$ cat src/rtl/shift_cmd_fifo.sv
// Command queue feeding an external combinational barrel shifter, with a registered result stage.
// Result valid one edge after the push edge when idle; in_ready drops only when the queue is full.
module shift_cmd_fifo #(
   parameter int DEPTH = 4
) (
   input  logic                     clk,
   input  logic                     rst_n,
   input  logic                     in_valid,
   output logic                     in_ready,
   input  logic [7:0]               in_din,
   input  logic [2:0]               in_shamt,
   input  logic                     in_lr,
   input  logic                     in_al,
   output logic [7:0]               sh_din,
   output logic [2:0]               sh_shamt,
   output logic                     sh_lr,
   output logic                     sh_al,
   input  logic [7:0]               sh_dout,
   output logic                     out_valid,
   input  logic                     out_ready,
   output logic [7:0]               out_data,
   output logic [$clog2(DEPTH):0]   count
);

   localparam int AW = $clog2(DEPTH);
   localparam int CW = AW + 1;

   typedef struct packed {
      logic [7:0] din;
      logic [2:0] shamt;
      logic       lr;
      logic       al;
   } cmd_t;

   cmd_t          mem [DEPTH];
   cmd_t          in_cmd;
   cmd_t          head_cmd;
   logic [AW-1:0] wr_ptr;
   logic [AW-1:0] rd_ptr;
   logic          push;
   logic          pop;

   assign in_cmd   = {in_din, in_shamt, in_lr, in_al};
   assign in_ready = (count < CW'(DEPTH));
   assign push     = in_valid && in_ready;
   // A pop only happens when the result register is free or being drained this cycle.
   assign pop      = (count != '0) && (!out_valid || out_ready);

   assign head_cmd = (count != '0) ? mem[rd_ptr] : '0;
   assign sh_din   = head_cmd.din;
   assign sh_shamt = head_cmd.shamt;
   assign sh_lr    = head_cmd.lr;
   assign sh_al    = head_cmd.al;

   always_ff @(posedge clk) begin
      if (push) begin
         mem[wr_ptr] <= in_cmd;
      end
   end

   always_ff @(posedge clk or negedge rst_n) begin
      if (!rst_n) begin
         wr_ptr <= '0;
         rd_ptr <= '0;
         count  <= '0;
      end else begin
         if (push) begin
            wr_ptr <= wr_ptr + AW'(1);
         end
         if (pop) begin
            rd_ptr <= rd_ptr + AW'(1);
         end
         case ({push, pop})
            2'b10:   count <= count + CW'(1);
            2'b01:   count <= count - CW'(1);
            default: count <= count;
         endcase
      end
   end

   always_ff @(posedge clk or negedge rst_n) begin
      if (!rst_n) begin
         out_valid <= 1'b0;
         out_data  <= 8'h00;
      end else if (pop) begin
         out_valid <= 1'b1;
         out_data  <= sh_dout;
      end else if (out_ready) begin
         out_valid <= 1'b0;
      end
   end

endmodule

$ cat config.mk
export PLATFORM = sky130hd
export DESIGN_NAME = shift_cmd_fifo
export DESIGN_NICKNAME = d
export VERILOG_FILES = /design/src/rtl/shift_cmd_fifo.sv
export SDC_FILE = /design/constraint.sdc
export NUM_CORES = 1
export LEC_CHECK = 0
export BUFFER_PORTS_ARGS = -buffer_cell sky130_fd_sc_hd__buf_2
export CELL_PAD_IN_SITES_DETAIL_PLACEMENT = 0
export CELL_PAD_IN_SITES_GLOBAL_PLACEMENT = 1
export CORE_ASPECT_RATIO = 1.4
export CORE_MARGIN = 2
export CORE_UTILIZATION = 42
export DETAILED_ROUTE_END_ITERATION = 10
export PLACE_DENSITY = 0.85
export SLEW_MARGIN = 25
export SYNTH_ARGS = -nofsm -noshare
export SYNTH_HDL_FRONTEND = slang
export SYNTH_SLANG_ARGS = --single-unit
$ cat constraint.sdc
create_clock -name clk -period 2 [get_ports clk]
set_clock_uncertainty 0.1 [all_clocks]
set_input_delay 0.2 -clock clk [delete_from_list [all_inputs] [get_ports clk]]
set_output_delay 0.2 -clock clk [all_outputs]
set_load 0.02 [all_outputs]
==> impl_results.md, run 1 <==
- Final hold vios: 0
- Row count: 35
- Post-synthesis register bit count: just under 70
- Total of max-cap violations: 0
- DP HPWL: around 3500 um
- Critical Path RT: 1700 ps
- Vias/cell: 4.961
- RePlAce Congestion: 0.7018
- P_sw: 1915 uW
- Detailed Route WL: ~5400 um
- WL/cell: 17.57 um
- Via Count: 1,538
- Startpoint types: flip-flop
- Pwr/cell area: 1584 nW/um^2
- Comb pwr share: 43.3%
- Final worst-path cycle share: 100.1%
- DP Worst Slack: 127.3 ps
- Fin nets: 262
- Register Area: roughly 2000 sq um
- Finished Layout Cells: 310
- Fillers: 480
- Clock transition at path regs: 70 ps
- Die Width: 73.40 um
- Reg2Reg Setup Slack: 120 ps
- GR Overflow Total: 0
- Initial antenna violation count: 0
- Longest Clk Path Bufs: 2
- P&R area growth vs syn: 35.84%
- Post-DP Area: ~3200 sq um
- First-pass GRT wire length: 8335 um
- Clock sinks: 68
- Slew HR: between 70 and 80%
- Placed insts: 271
- Fmax: 499.6 MHz
- Max VDD drop: 694.5 uV
- R2r endpoint: count[2]$_DFFE_PN0P_
- Design area: roughly 3800 sq um
- DIE HEIGHT: just over 100 um
- WHS: 90.98 ps
- Gr usage total: between 15 and 20%
- RSZ-0062 raised after global routing: yes
- Synthesized cell area: 2831 sq um
- DR iter-0 viols: 40
- Number of global-route vias before repair: 1,699
- Outcome: finished with violations
- Lkg Pwr: between 0.0015 and 0.002 uW
- Worst r2r src: out_valid$_DFFE_PN0P_
- Worst Path Max Fanout: 7
- Failing checks: negative setup slack
- Pwr Total: 6093 uW
- CTS tree: yes
- Yosys cell types: 25
- Synthesized area per cell: 20.08 sq um
- Final WS setup: -1.505 ps
- Final ANT Viol Nets: 0
- Warnings from Yosys: 0
- Diodes inserted: 0
- Worst slew pin tran: 403.6 ps
- Critical path type: reg -> out
- Share of post-route cells with drive strength above 1: 50.85%
- H-tree depth: 3
- Reg power frac: 32.7%
- I/O Pins: 51
- Worst skew pair latency: 330 ps
- Worst hold endpoint: out_valid$_DFFE_PN0P_
- Final setup vio count: 1
- Critical Path AT: 1700 ps
- Final Max Tran Viols: 0
- Sw Share: 31.43%
- Core Region: 6569 sq um
- CTS Root Cell: clkbuf_8
- Net Count, Synth: ~170
- Hold WC Path Type: in -> reg
- HP Start: out_ready
- Minimum clock period: 2002 ps
- Clk pwr share: 23.9%
- Internal power: 4178 uW
- Worst Setup End Kind: output pin
- Hold-critical path depth: 3
- Multi-input gate area: 827.0 sq um
- Total CTS buffers: 9
- Gate Count Post-Synth: roughly 140
- Drt drc: 0
- I/O Buffers: 50
- Pin count of the biggest net entering global routing: 17
- Sequential share of the synthesized area: 69.29%
- DIE AREA: 7424 sq um
- DRT Pass-1 Iters: 6
- Starting Density: 43.10%
- R2R depth: 8
Yosys cell counts, drive strengths merged:
library cell	count	area share [%]
edfxtp	52	55
dfrtp	16	14
nor2b	15	5.4
mux4	13	10
mux2	8	4.2
inv	7	0.93
buf	5	1.9
ha	5	2.2
and2	4	0.88
xnor2	3	0.93
xor2	3	0.93
nand2	2	0.27
and3b	1	0.31
clkbuf	1	0.13
fa	1	0.71
mux2i	1	0.35
nand2b	1	0.22
nor2	1	0.13
nor3	1	0.57
o21ai	1	0.18
worst max path at each step:
stage | startpoint | to | slack (ps) | depth (start not counted)
finish | rd_ptr[0]$_DFFE_PN0P_ | sh_al | -2 | 4
global route | rd_ptr[0]$_DFFE_PN0P_ | sh_al | -70 | 4
detailed placement | out_valid$_DFFE_PN0P_ | count[2]$_DFFE_PN0P_ | 130 | 8
global placement | out_valid$_DFFE_PN0P_ | count[2]$_DFFE_PN0P_ | 190 | 8
CTS | rd_ptr[0]$_DFFE_PN0P_ | sh_shamt[0] | -20 | 4
floorplan | out_valid$_DFFE_PN0P_ | count[2]$_DFFE_PN0P_ | 20 | 9
through the flow:
stage               TNS [ps]  util [%]
detailed placement         0     49.14
finish                -1.505     58.55
global route          -723.8     58.55
floorplan                  0         -
CTS                   -81.25     57.50
global placement           0     49.14
worst max-delay path: stages, from the launching register on:
cell	delay, ps
dfrtp_1	390
buf_6	170
mux4_2	520
nor2b_4	150
buf_6	140
flip-flops by register name, indices dropped and copies added (netlist names):
register / count
mem: 52
out_data: 8
count: 3
rd_ptr: 2
wr_ptr: 2
out_valid: 1
timing repair:
item | CTS | global route
resized for setup | 18 | 19
pin swaps | 0 | 0
hold endpoints to repair | 76 | 0
hold buffers | 22 | 0
setup buffers | 1 | 0
setup endpoints to repair | 13 | 13
cells by family (layout without fill, tap and decap cells):
| family | Yosys count | after routing | synth area share, % |
|---|---|---|---|
| XOR/XNOR | 6 | 6 | 1.856 |
| AO/OA/AOI/OAI | 1 | 1 | 0.1766 |
| AND/OR/NAND/NOR | 25 | 25 | 7.822 |
| buffers and inverters | 13 | 108 | 3.004 |
| multiplexers | 22 | 22 | 14.94 |
| flip-flops | 68 | 68 | 69.29 |
| adder cells (fa/ha/maj) | 6 | 6 | 2.917 |
power by group through the flow:
stage	registers (uW)	logic (uW)	clock network, uW
after floorplan	2120	1510	0
after global placement	2000	2190	0
after detailed placement	2010	2220	0
after CTS	1990	2460	1490
after global routing	2020	2830	1550
final	1990	2640	1460
cell type report:
cell class                 count  area share [%]
inverter                       7          0.6831
tap                           74           2.407
clock inverter                 6           3.546
sequential                    68           51.14
multi-input combinational     60           21.50
clock buffer                  10           3.318
timing repair buffer          85           17.40
routing by layer:
metal  up-vias  track usage (%)  routed length (um)
met1       767            15.68                1968
met4         0            7.832                 185
met3        16            4.975                 246
met5         -                0                   0
met2        50            28.97                3046
li1        705                -                   -
cells in the final DEF, fill, tap and decap left out, types with 2 or more instances in the layout:
master,n
dlygate4sd3_1,22
mux2_4,8
nand2_1,2
xnor2_1,3
inv_1,6
nor2b_4,13
mux4_2,13
buf_4,10
ha_1,4
clkbuf_8,9
and2_1,4
buf_2,37
dfrtp_1,12
edfxtp_1,52
bufinv_16,4
dfrtp_2,4
xor2_1,3
buf_6,15
Note: power is estimated with default switching activity, not from simulation.
==> run 2, diff against run 1 <==
Settings changed: CORE_ASPECT_RATIO 1.4 to 0.7, CORE_UTILIZATION 42 to 35, PLACE_DENSITY 0.85 to 0.75, SLEW_MARGIN 25 to default.
==> run 2 against run 1 <==
Effect of this change: the run still ends with negative setup slack left; final area shrank 0.94%; critical path depth did not move; clock-buffer cell count decreased by 1; non-clock buffer count is 8 lower; clock power down 5%; power decreased by 1.4%; first-iteration DRC count fell by 7.5%; global-route usage fell by 3.1 points; via count fell by 3.1%; fmax is 0.12% lower.
==> impl_results.md, run 2 (synthesis results as in run 1) <==
- Max reg flops: 52
- Critical Path RT: 1700 ps
- I/O Pins: 51
- Design area: between 3000 and 4000 sq um
- Clock sinks: ~70
- P&R area growth vs syn: 34.56%
- Share of post-route cells with drive strength above 1: 52.63%
- Drt drc: 0
- DR iter-0 viols: 37
- Commonest non-fill, non-tap cell in the layout: edfxtp_1
- Finished Layout Cells: 329
- CP max-delay cell: mux4_2
- Critical Path AT: 1700 ps
- Failing checks: negative setup slack
- Initial antenna violation count: 0
- Number of global-route vias before repair: 1,600
- Startpoint types: flip-flop
- Final Max Tran Viols: 0
- Lkg Pwr: 0.001526 uW
- Slowest stage delay, CP: between 400 and 500 ps
- Fmax: 499.0 MHz
- Worst Path Max Fanout: 7
- Outcome: finished with violations
- DRT Pass-1 Iters: 4
- Final worst-path cycle share: 100.2%
- First-pass GRT wire length: roughly 8400 um
- Die Width: approximately 110 um
- Total CTS buffers: 9
- Final hold vios: 0
- Worst slew pin tran: 403.2 ps
- Vias/cell: about 4.5
- Row count: 27
- Final WS setup: -3.963 ps
- Biggest register: mem
- Total of max-cap violations: 0
- Hold WC Path Type: in -> reg
- Regs by FF count: mem: 52 flops, out_data: 8 flops, count: 3 flops
- GR Overflow Total: 0
- Via Count: 1,490
- Longest Clk Path Bufs: 2
- Pin count of the biggest net entering global routing: 17
- Worst Setup End Kind: output pin
- CTS tree: yes
- CP delay by family, top: multiplexers
- Diodes inserted: 0
- Pwr/cell area: roughly 1600 nW/um^2
- Final ANT Viol Nets: 0
- Worst skew pair latency: 310 ps
- Detailed Route WL: 5140 um
- Post-DP Area: around 3300 sq um
- Commonest non-fill, non-tap cells in the layout: 52 x edfxtp_1, 38 x buf_2, 13 x mux4_2
- Max VDD drop: 550.4 uV
- Critical path type: reg -> out
- CTS Root Cell: clkbuf_16
- Slew HR: 73.12%
- Clock transition at path regs: roughly 60 ps
- DIE AREA: 8837 sq um
- DIE HEIGHT: 79.25 um
- RSZ-0062 raised after global routing: yes
- Minimum clock period: 2004 ps
- H-tree depth: 3
- CP Cell Sequence: clkbuf_16 > mux4_2 > nor2b_4 > buf_6
- Fin nets: 254
- Starting Density: 35.97%
- RePlAce Congestion: 0.6495
- Bufs and invs on worst path: 2
- DP Worst Slack: 135.5 ps
- DP HPWL: 3490 um
- Gr usage total: 12.67%
- Core Region: 7871 sq um
- Placed insts: 298
- I/O Buffers: 50
- Sum of negative setup slack: -3.963 ps
- WL/cell: 15.62 um
- Final setup vio count: 1
[run 2: changes by cell type in the layout (fill, tap and decap cells not counted), sizes merged]
cell,previous run,this run
dlygate4sd3,22,12
bufinv,4,0
clkinv,1,5
buf,63,64
clkinvlp,1,2
[run 2: where the power goes]
| part | internal (uW) | leakage [uW] | switching, uW |
|---|---|---|---|
| sequential | 1840 | 0.000652 | 156 |
| combinational | 1400 | 0.000750 | 1240 |
| clock | 828 | 0.000124 | 550 |
[run 2: repair_timing]
item | in CTS | in global routing
hold endpoints to repair | 50 | 1
hold buffers | 11 | 1
endpoints found under the setup margin | 13 | 14
setup buffers | 1 | 1
resized for setup | 30 | 5
gates cloned | 1 | 0
[run 2: layout make-up]
type / count / area, sq um
tap: 101 / 126.4
clock buffer: 9 / 225.2
sequential: 68 / 1968
multi-input combinational: 60 / 819.5
inverter: 7 / 26.28
fill: 666 / 4061
timing repair buffer: 77 / 600.6
clock inverter: 7 / 43.79
[run 2: final timing paths]
kind	start	end	slack, ps	cells after the start
worst max-delay path	rd_ptr[0]$_DFFE_PN0P_	sh_din[2]	-4	4
worst max register to register	out_valid$_DFFE_PN0P_	count[2]$_DFFE_PN0P_	130	8
worst min-delay path	in_al	mem[3][0]$_DFFE_PP_	10	1
worst min register to register	out_data[0]$_DFFE_PN0P_	out_data[0]$_DFFE_PN0P_	410	1
max in group asynchronous	rst_n	out_valid$_DFFE_PN0P_	1280	2
min in group asynchronous	rst_n	out_data[6]$_DFFE_PN0P_	230	2
[run 2: per-layer routing]
layer | part of all wire [%] | wire, um | vias to the layer above | global-route usage, %
met1 | 44 | 2284 | 767 | 15.53
met3 | 2.5 | 127 | 4 | 3.435
met2 | 52 | 2677 | 24 | 21.52
li1 | - | - | 695 | -
met4 | 0.97 | 50 | 0 | 5.185
met5 | 0 | 0 | - | 0
[run 2: worst register-to-register path, delay by kind of cell, from the launching register on]
kind / cells / cell delay, ps
simple gates: 3 / 410
fa+ha+maj: 2 / 560
buf+inv: 1 / 50
flops: 1 / 400
xor+xnor: 2 / 280
[run 2: per-stage QoR]
step           utilization (%)  total power [uW]  hold slack (ps)
2_1_floorplan                -              3630           -195.6
3_3_place_gp             41.60              4222            39.14
3_5_place_dp             41.60              4265            35.89
4_1_cts                  48.04              6054           0.6914
5_1_grt                  48.40              6359           0.3016
6_report                 48.40              6010            10.96
